==> src/rtl/adc_pkg.sv <==
// Shared definitions for the ADC post-processing slice: code width, averager
// FSM states and the rounding helper used to form the window mean.
package adc_pkg;

  localparam int ADC_CODE_W = 10;

  typedef enum logic {
    IDLE,
    ACCUM
  } avg_state_e;

  // Round-half-up divide by 2^log2; log2 == 0 passes the sum through untouched.
  function automatic logic [31:0] round_shift(input logic [31:0] sum, input int log2);
    logic [31:0] res;
    if (log2 == 0) begin
      res = sum;
    end else begin
      res = (sum + (32'd1 << (log2 - 1))) >> log2;
    end
    return res;
  endfunction

endpackage

==> src/rtl/adc_minmax_tracker.sv <==
// Running minimum/maximum of a sample window, with a snapshot register pair
// that captures the final extremes (including the sample arriving that cycle).
module adc_minmax_tracker
  import adc_pkg::*;
#(
  parameter int DATA_W = ADC_CODE_W
) (
  input  logic              clk,
  input  logic              rst_n,
  input  logic              init,
  input  logic              update,
  input  logic              snapshot,
  input  logic [DATA_W-1:0] code,
  output logic [DATA_W-1:0] min_val,
  output logic [DATA_W-1:0] max_val
);

  logic [DATA_W-1:0] run_min;
  logic [DATA_W-1:0] run_max;
  logic [DATA_W-1:0] merged_min;
  logic [DATA_W-1:0] merged_max;

  always_comb begin
    merged_min = run_min;
    merged_max = run_max;
    if (update && (code < run_min)) merged_min = code;
    if (update && (code > run_max)) merged_max = code;
  end

  always_ff @(posedge clk or negedge rst_n) begin
    if (!rst_n) begin
      run_min <= '1;
      run_max <= '0;
    end else if (init) begin
      run_min <= '1;
      run_max <= '0;
    end else begin
      run_min <= merged_min;
      run_max <= merged_max;
    end
  end

  always_ff @(posedge clk or negedge rst_n) begin
    if (!rst_n) begin
      min_val <= '0;
      max_val <= '0;
    end else if (snapshot) begin
      min_val <= merged_min;
      max_val <= merged_max;
    end
  end

endmodule

==> src/rtl/adc_code_averager.sv <==
// Windowed averager for ADC conversion codes: accumulates 2^LOG2_AVG samples,
// then presents rounded mean, min and max behind a valid/ready handshake.
module adc_code_averager
  import adc_pkg::*;
#(
  parameter int DATA_W   = ADC_CODE_W,
  parameter int LOG2_AVG = 3
) (
  input  logic              wb_clk_i,
  input  logic              wb_rst_n,
  input  logic              enable_i,
  input  logic [DATA_W-1:0] code_i,
  input  logic              code_valid_i,
  input  logic              clear_i,
  output logic [DATA_W-1:0] avg_o,
  output logic [DATA_W-1:0] min_o,
  output logic [DATA_W-1:0] max_o,
  output logic              avg_valid_o,
  input  logic              avg_ready_i,
  output logic              overrun_o
);

  localparam int ACC_W = DATA_W + LOG2_AVG;
  localparam int CNT_W = (LOG2_AVG > 0) ? LOG2_AVG : 1;
  localparam logic [CNT_W-1:0] CNT_LAST = CNT_W'((1 << LOG2_AVG) - 1);

  avg_state_e        state;
  avg_state_e        state_next;
  logic [ACC_W-1:0]  acc;
  logic [ACC_W-1:0]  acc_sum;
  logic [CNT_W-1:0]  cnt;
  logic              take;
  logic              abort;
  logic              win_end;
  logic              accept;
  logic [DATA_W-1:0] avg_next;

  always_ff @(posedge wb_clk_i or negedge wb_rst_n) begin
    if (!wb_rst_n) state <= IDLE;
    else           state <= state_next;
  end

  always_comb begin
    state_next = state;
    case (state)
      IDLE:    if (enable_i)  state_next = ACCUM;
      ACCUM:   if (!enable_i) state_next = IDLE;
      default: state_next = IDLE;
    endcase
  end

  always_comb begin
    take    = (state == ACCUM) && enable_i && code_valid_i;
    abort   = (state == ACCUM) && !enable_i;
    win_end = take && (cnt == CNT_LAST);
  end

  // Final sample is folded in combinationally so the window closes on its own edge.
  always_comb begin
    acc_sum  = acc + ACC_W'(code_i);
    avg_next = DATA_W'(round_shift(32'(acc_sum), LOG2_AVG));
    accept   = avg_valid_o && avg_ready_i;
  end

  always_ff @(posedge wb_clk_i or negedge wb_rst_n) begin
    if (!wb_rst_n) begin
      acc <= '0;
      cnt <= '0;
    end else if (abort || win_end) begin
      acc <= '0;
      cnt <= '0;
    end else if (take) begin
      acc <= acc_sum;
      cnt <= cnt + CNT_W'(1);
    end
  end

  always_ff @(posedge wb_clk_i or negedge wb_rst_n) begin
    if (!wb_rst_n) begin
      avg_o       <= '0;
      avg_valid_o <= 1'b0;
      overrun_o   <= 1'b0;
    end else begin
      if (win_end) begin
        avg_o       <= avg_next;
        avg_valid_o <= 1'b1;
      end else if (accept) begin
        avg_valid_o <= 1'b0;
      end
      if (win_end && avg_valid_o && !avg_ready_i) overrun_o <= 1'b1;
      else if (clear_i)                           overrun_o <= 1'b0;
    end
  end

  adc_minmax_tracker #(
    .DATA_W(DATA_W)
  ) u_minmax (
    .clk      (wb_clk_i),
    .rst_n    (wb_rst_n),
    .init     (abort || win_end),
    .update   (take),
    .snapshot (win_end),
    .code     (code_i),
    .min_val  (min_o),
    .max_val  (max_o)
  );

endmodule
==> config.mk <==
export PLATFORM = sky130hd
export DESIGN_NAME = adc_code_averager
export DESIGN_NICKNAME = d
export VERILOG_FILES = /design/src/rtl/adc_pkg.sv /design/src/rtl/adc_minmax_tracker.sv /design/src/rtl/adc_code_averager.sv
export SDC_FILE = /design/constraint.sdc
export NUM_CORES = 1
export LEC_CHECK = 0
export ABC_CLOCK_PERIOD_IN_PS = 3300
export CORE_MARGIN = 2
export CORE_UTILIZATION = 45
export DETAILED_ROUTE_END_ITERATION = 10
export HOLD_SLACK_MARGIN = 0.02
export PLACE_DENSITY = 0.76
export REMOVE_ABC_BUFFERS = 1
export SLEW_MARGIN = 20
export SYNTH_ARGS = -nofsm -noshare
export SYNTH_HDL_FRONTEND = slang
export SYNTH_SLANG_ARGS = --single-unit
==> constraint.sdc <==
create_clock -name wb_clk_i -period 3.3 [get_ports wb_clk_i]
set_input_delay 0.495 -clock wb_clk_i [delete_from_list [all_inputs] [get_ports wb_clk_i]]
set_output_delay 0.495 -clock wb_clk_i [all_outputs]
set_load 0.02 [all_outputs]
; ---- Word level (Yosys, flattened, before mapping)
; Cells that the tools add are included.
[word_totals]
reg_bits = 69
latchBits = 0
mem_bits_rw = 0
romBits = 0
out_inout_bits = 32
mem_count = 0
[classes]
n_addsub = 3
n_mul = 0
n_div = 0
n_lt_le_gt_ge = 2
eq_ne = 1
n_shift = 0
muxes = 13
n_bitwise = 0
reduce_logical = 15
[ops]
columns = op, n
row1 = 10-bit 2-to-1 mux, 4
row2 = 13-bit 2-to-1 mux, 2
row3 = 13-bit by 10-bit adder with 13-bit output, 1
row4 = "13-bit by 3-bit adder with 13-bit output, second input constant", 1
row5 = 10-bit greater-than comparator, 1
row6 = 10-bit less-than comparator, 1
row7 = 1-bit logical AND, 9
row8 = 3-bit 2-to-1 mux, 2
row9 = 2-bit nonzero test, 3
row10 = 1-bit 2-to-1 mux, 5
row11 = "3-bit by 1-bit adder with 3-bit output, second input constant", 1
row12 = "3-bit == test, second input constant", 1
row13 = 1-bit logical NOT, 2
row14 = 1-bit logical OR, 1

; ---- Longest topological paths before layout
; Gate-level depths: netlist (run 1).
[depth]
depth_word = 6
depth_mapped = 11
ltp_nobuf = 11

; ---- Hierarchy
; A second synthesis (run 1) with hierarchy kept.
[hier_totals]
cells_unflattened = 416
area_unflattened_um2 = 4058.9
[by_module_without_submodules]
columns = module, n_inst, cells_per_inst, area_each_um2
row1 = adc_minmax_tracker, 1, 231, 2252.2
row2 = adc_code_averager, 1, 185, 1806.7

; ---- Least setup slack after synthesis (run 1)
; No wires, ideal clock.
[synth_timing]
path_type = input to register
startpoint = in code_i[0]
endpoint = reg avg_o[9]
arrival_time_ns = 2.913
required_time_ns = 3.231
path_slack_ns = 0.318
path_stages = 10
n_path_buf = 0
cell_sequence = ha_1 -> inv_1 -> fa_1 -> xnor2_1 -> ha_1 -> nor4b_1 -> nand3_1 -> or3_4 -> or4_1 -> nand3_1
[synth_between]
elab_chain_cells = 2
[synth_rtl]
columns = item, line_no
row1 = from (decl), adc_code_averager.sv:12  ; input logic [DATA_W-1:0] code_i,
row2 = 13-bit by 10-bit adder with 13-bit output, adc_code_averager.sv:60  ; acc_sum = acc + ACC_W'(code_i);
row3 = 13-bit by 3-bit adder with 13-bit output, adc_pkg.sv:18  ; res = (sum + (32'd1 << (log2 - 1))) >> log2;
row4 = to (signal assigned), adc_code_averager.sv:85  ; avg_o <= avg_next;
row5 = to (decl), adc_code_averager.sv:15  ; output logic [DATA_W-1:0] avg_o,
; No other way between the ends.
; A chain may end at the register's enable or synchronous reset.

; ---- Worst setup path in the final report (run 1)
; Ends and elaborated chain as after synthesis.

==> reports/results.ini, run 1 <==
[clocking]
root_buffer=clkbuf_8
path_clk_slew_ns=0.08
cts_tree=built
h-tree-depth=3
cts.sinks=69
post_cts_buffers=0
hold_buffers=0
numCtsBuffers=9
cts_buffer_depth=2
clk_latency_ns=0.36

[yosys]
ys_seq_area_share_pct=45.3
ys_seq_elements=69
synthSimpleGateAreaFrac_pct=14.4
synth_top_family_by_area=compound AO/OA/AOI/OAI gates
netlist_area_sq_um=3840
ys_async_sr_fraction_pct=100
synth_edf_count=0
synth_compound_area_share_pct=16.3
yosysUniqueCellTypes=49
synth-xor-area-share_pct=2.97
yosys_warnings=0
syn_inst=400
avgSynthCellArea_sq_um=9.60
synth-main-ff-cell=dfrtp_1
synth_adder_area_share_pct=10.9
synth.area.mux_share_pct=5.51

[placed_design]
placed_cell_area_sq_um=4670
gp_congestion=0.865
io_buffers=47
pre_cts_ws_ns=-0.245
hpwl_microns=6620

[detailed_routing]
drcViolationCount=0
met2_wirelength_microns=4170
avgViaCountPerCell=5.33
highest_layer=met4
drtIter0Drc=218
ant_nets=0
num_vias=3157
wl_met3_microns=292
wl_per_cell_microns=14.9
first_pass_iters=4
met1_length_microns=4130
wl_microns=8830

[critical_path]
worst_r2r_endpoint=avg_o[9]
reg2reg_slack_ns=0.47
crit_required_ns=3.59
arrival_ns=3.39
cp_max_fo=2
startpoint=code_i[0]
crit_path_end_kind=flip-flop
r2r_cells=9
start_kind=input pin
regToRegStartpoint=acc[1]
endpoint=avg_o[9]
critical_path_class=in2reg

[hold_path]
hp-class=in2async

[floorplan]
num_io_pins=48
die_x_microns=96.4
die_h_microns=96.4
start_util_pct=46.5
rows=33
die-area_sq_um=9290
core-area_sq_um=8260

[global_route]
grt_pass1_vias=3272
grt_remaining_overflow=0
grt_pass1_wl_microns=15300
antenna_found_initial=0
grtUsageTotal_pct=21.6
grt_max_degree=70

[final_layout]
fillCellCount=726
drive_gt1_share_pct=15.6
final_cell_mix=nand2_1, dfrtp_1, clkdlybuf4s50_1
regArea_sq_um=1740
diodes=0
multiInputGateArea_sq_um=1930
fin_area_sq_um=4870
nNetsFinal=531
layout_commonest_cell=nand2_1
areaGrowthSynthToFinish_pct=26.9

[timing]
drv_slew=0
timing.fmax_mhz=323
setup_violations=0
fin_crit_ns=3.09
worst-slew-pin-transition_ns=0.859
finalHoldViolCount=0
worst_clock_skew_ns=0.0131
fin_tns_setup_ns=0
fin_ws_ns=0.206
fin_crit_sh_pct=93.7
maxSlewHeadroom_pct=42.3
rsz0062_at_grt=no

[outcome]
outcome=completed

[pwr]
pwr_density_cell_nw_per_um2=457
p_leak_nw=2.36
peakVddDrop_uv=222
total_power_w=0.00223

[flow_run]
drv_cap=0

## where the power goes
| part | internal, W | switching (W) |
|---|---|---|
| clock | 0.000354 | 0.000348 |
| combinational | 0.000279 | 0.000317 |
| sequential | 0.000900 | 0.0000315 |
## critical path, cell delays in order
cell and delay (ns):
clkdlybuf4s50_1 0.50, ha_2 0.19, inv_1 0.05, fa_2 0.38, xnor2_1 0.24, ha_1 0.20, nor4b_1 0.24, nand3_1 0.16
or3_4 0.36, or4_1 0.47, nand3_1 0.10
## layer usage
metal  GRT usage, %  vias to the layer above
met1           27.3                     1517
li1               -                     1561
met5              0                        -
met4           9.51                        0
met3           3.88                       22
met2           36.2                       57
## cell usage after synthesis (3+ instances only)
master,number,share of area (%)
nor2_1,22,2.2
o211ai_1,3,0.59
inv_1,30,2.9
xnor2_1,7,1.6
o21a_1,3,0.59
o21ai_0,43,5.6
a21oi_1,13,1.7
nand2_1,60,5.9
a22o_1,9,2.1
dfstp_2,10,6.8
nor3_1,4,0.52
a211oi_1,3,0.59
buf_2,4,0.52
nand3_1,10,1.3
mux2i_1,20,5.2
xor2_1,6,1.4
nand4_1,7,1.1
clkbuf_1,11,1.1
dfrtp_1,59,38
ha_1,32,10
a21o_1,7,1.4
## how the worst min path moves through the flow
stage,from,to,slack (ns),cells past startpoint
after floorplan,wb_rst_n,acc[0],0.20,0
after global placement,u_minmax.max_val[4],u_minmax.max_val[4],0.46,2
after detailed placement,u_minmax.max_val[2],u_minmax.max_val[2],0.47,2
after CTS,wb_rst_n,u_minmax.min_val[3],0.36,2
after global routing,wb_rst_n,u_minmax.min_val[3],0.40,2
final,wb_rst_n,u_minmax.min_val[5],0.31,2
## sequential cells by signal, indices dropped and copies added (netlist names)
register / cells
acc: 13
avg_o: 10
avg_valid_o: 1
cnt: 3
overrun_o: 1
state: 1
u_minmax.max_val: 10
u_minmax.min_val: 10
u_minmax.run_max: 10
u_minmax.run_min: 10
## repair_timing
action / CTS / global route
endpoints found under the setup margin: 0 / 4
hold endpoints to repair: 0 / 0
resized for setup: 0 / 2
## cell type report
type	instances	share of cell area [%]
inverters	30	2.31
multi-input cells	285	39.5
well taps	105	2.70
clock buffers	10	2.62
flip-flops and latches	69	35.7
clock inverters	6	1.46
repair buffers	87	15.7
## per-stage QoR
step	util, %	instances	hold slack (ns)
after detailed placement	56.6	576	0.469
after CTS	59.0	592	0.360
after global routing	59.0	592	0.401
final	59.0	592	0.307
after global placement	56.6	576	0.461
after floorplan	-	384	0.199
## cell families after synthesis
group,Yosys count
adders and majority gates,33
DFF,69
xor gates and xnor gates,13
AOI/OAI and AO/OA,98
and+or+nand+nor,120
buffers and inverters,46
muxes,21
Power figures use the tool's default switching activity.
==> run 2: changes to the inputs <==
- ABC_CLOCK_PERIOD_IN_PS: 3300 -> 3900
- GPL_ROUTABILITY_DRIVEN: default -> 1
- clock period: 3.3 -> 3.9 ns (I/O delays scaled with it)
==> run 2 against run 1 <==
Clock skew increased by 0.0019 ns. First-iteration DRC count is 39% lower. Global-route usage down 1.2 points. Critical path type unchanged.
==> reports/results.ini, run 2 (synthesis gave the netlist of run 1 again) <==
[outcome]
outcome=completed

[critical_path]
arrival_ns=3.70
crit_required_ns=4.19
path_common_cell=nand3_1
crit_family=simple AND/OR/NAND/NOR gates
worst-path-buf-inv=2
crit_path_end_kind=flip-flop
crit_path_max_incr_delay_ns=0.56
start_kind=input pin
critical_path_class=in2reg
cp_cell_sequence=clkdlybuf4s50_1 -> ha_1 -> inv_1 -> fa_1 -> nor2b_4 -> o21ai_0 -> nor3b_1 -> nor4b_1 -> nand3_1 -> or3_4 -> or4_1 -> nand3_1
cp_max_fo=5
cpMaxStageDelayCell=clkdlybuf4s50_1

[clocking]
cts_buffer_depth=2
h-tree-depth=3
root_buffer=clkbuf_8
cts_resized=0
path_clk_slew_ns=0.09
cts.sinks=69
clk_latency_ns=0.36
numCtsBuffers=9
hold_buffers=0
post_cts_buffers=0
cts_tree=built

[final_layout]
top_register=acc
areaGrowthSynthToFinish_pct=22.0
diodes=0
drive_gt1_share_pct=10.6
layout_commonest_cell=nand2_1
final_cell_mix=nand2_1, dfrtp_1, clkdlybuf4s50_1
nNetsFinal=506
largest_reg_flops=13

[placed_design]
gp_congestion=0.865
io_buffers=47
hpwl_microns=6380
pre_cts_ws_ns=0.152

[global_route]
grtUsageTotal_pct=20.4
grt_max_degree=47
grt_remaining_overflow=0
grt_pass1_wl_microns=14400
antenna_found_initial=0
grt_pass1_vias=3005

[floorplan]
die_x_microns=96.4
start_util_pct=46.5
core-area_sq_um=8260
rows=33
die-area_sq_um=9290
num_io_pins=48
die_h_microns=96.4

[timing]
worst-slew-pin-transition_ns=0.903
maxSlewHeadroom_pct=39.6
setup_violations=0
fin_ws_ns=0.491
timing.fmax_mhz=293
worst_clock_skew_ns=0.0150
fin_crit_ns=3.41
drv_slew=0
fin_tns_setup_ns=0
fin_crit_sh_pct=87.4
finalHoldViolCount=0
rsz0062_at_grt=no

[hold_path]
hp-class=in2async

[pwr]
total_power_w=0.00182
p_leak_nw=2.24
peakVddDrop_uv=198
pwr_density_cell_nw_per_um2=389

[flow_run]
drv_cap=0

[detailed_routing]
wl_per_cell_microns=15.2
ant_nets=0
drtIter0Drc=133
wl_microns=8610
num_vias=3073
first_pass_iters=4
avgViaCountPerCell=5.42
drcViolationCount=0

run 2: changes by cell type in the layout (fill, tap and decap cells not counted):
cell / before / now
buf_2: 1 / 0
buf_4: 40 / 16
fa_1: 0 / 1
fa_2: 1 / 0
ha_1: 31 / 32
ha_2: 1 / 0
run 2: worst paths after layout:
kind	from	to	slack [ns]	cells after the start
setup / recovery	code_i[0]	avg_o[9]	0.49	12
hold / removal	wb_rst_n	u_minmax.min_val[0]	0.22	1
setup reg to reg	acc[1]	avg_o[9]	0.94	9
hold reg to reg	u_minmax.max_val[7]	u_minmax.max_val[7]	0.48	2
max in group asynchronous	wb_rst_n	u_minmax.run_min[3]	2.90	2
min in group wb_clk_i	u_minmax.max_val[7]	u_minmax.max_val[7]	0.48	2
run 2: worst reg2reg max path, delay by kind of cell (launching register included):
family | cells | cell delay, ns
AOI/OAI and AO/OA | 2 | 0.56
DFF | 1 | 0.41
and+or+nand+nor | 5 | 1.37
adders and majority gates | 2 | 0.55
run 2: metrics by stage:
stage / cells / hold WS (ns) / util [%] / cell area [sq um]
6_report: 567 / 0.224 / 56.7 / 4680
5_1_grt: 567 / 0.261 / 56.7 / 4680
4_1_cts: 567 / 0.422 / 56.7 / 4680
3_5_place_dp: 551 / 0.469 / 54.3 / 4480
3_3_place_gp: 551 / 0.460 / 54.3 / 4480
2_1_floorplan: 384 / 0.289 / - / 3770
run 2: final cells by class:
cell class	count	area (sq um)
clock inverters	6	71.3
repair buffers	62	581
multi-input cells	285	1920
well taps	105	131
clock buffers	10	128
inverters	30	113
fillers	747	3570
flip-flops and latches	69	1740
run 2: power by group:
group	internal, W	switching [W]
logic	0.000189	0.000254
registers	0.000762	0.0000263
clock network	0.000300	0.000294
total	0.00125	0.000574
run 2: metal layers:
layer | part of all wire [%] | wire [microns] | global-route usage [%]
met5 | 0 | 0 | 0
met3 | 4.3 | 374 | 4.27
met4 | 1.6 | 134 | 7.75
met2 | 47 | 4030 | 31.7
met1 | 47 | 4070 | 28.2
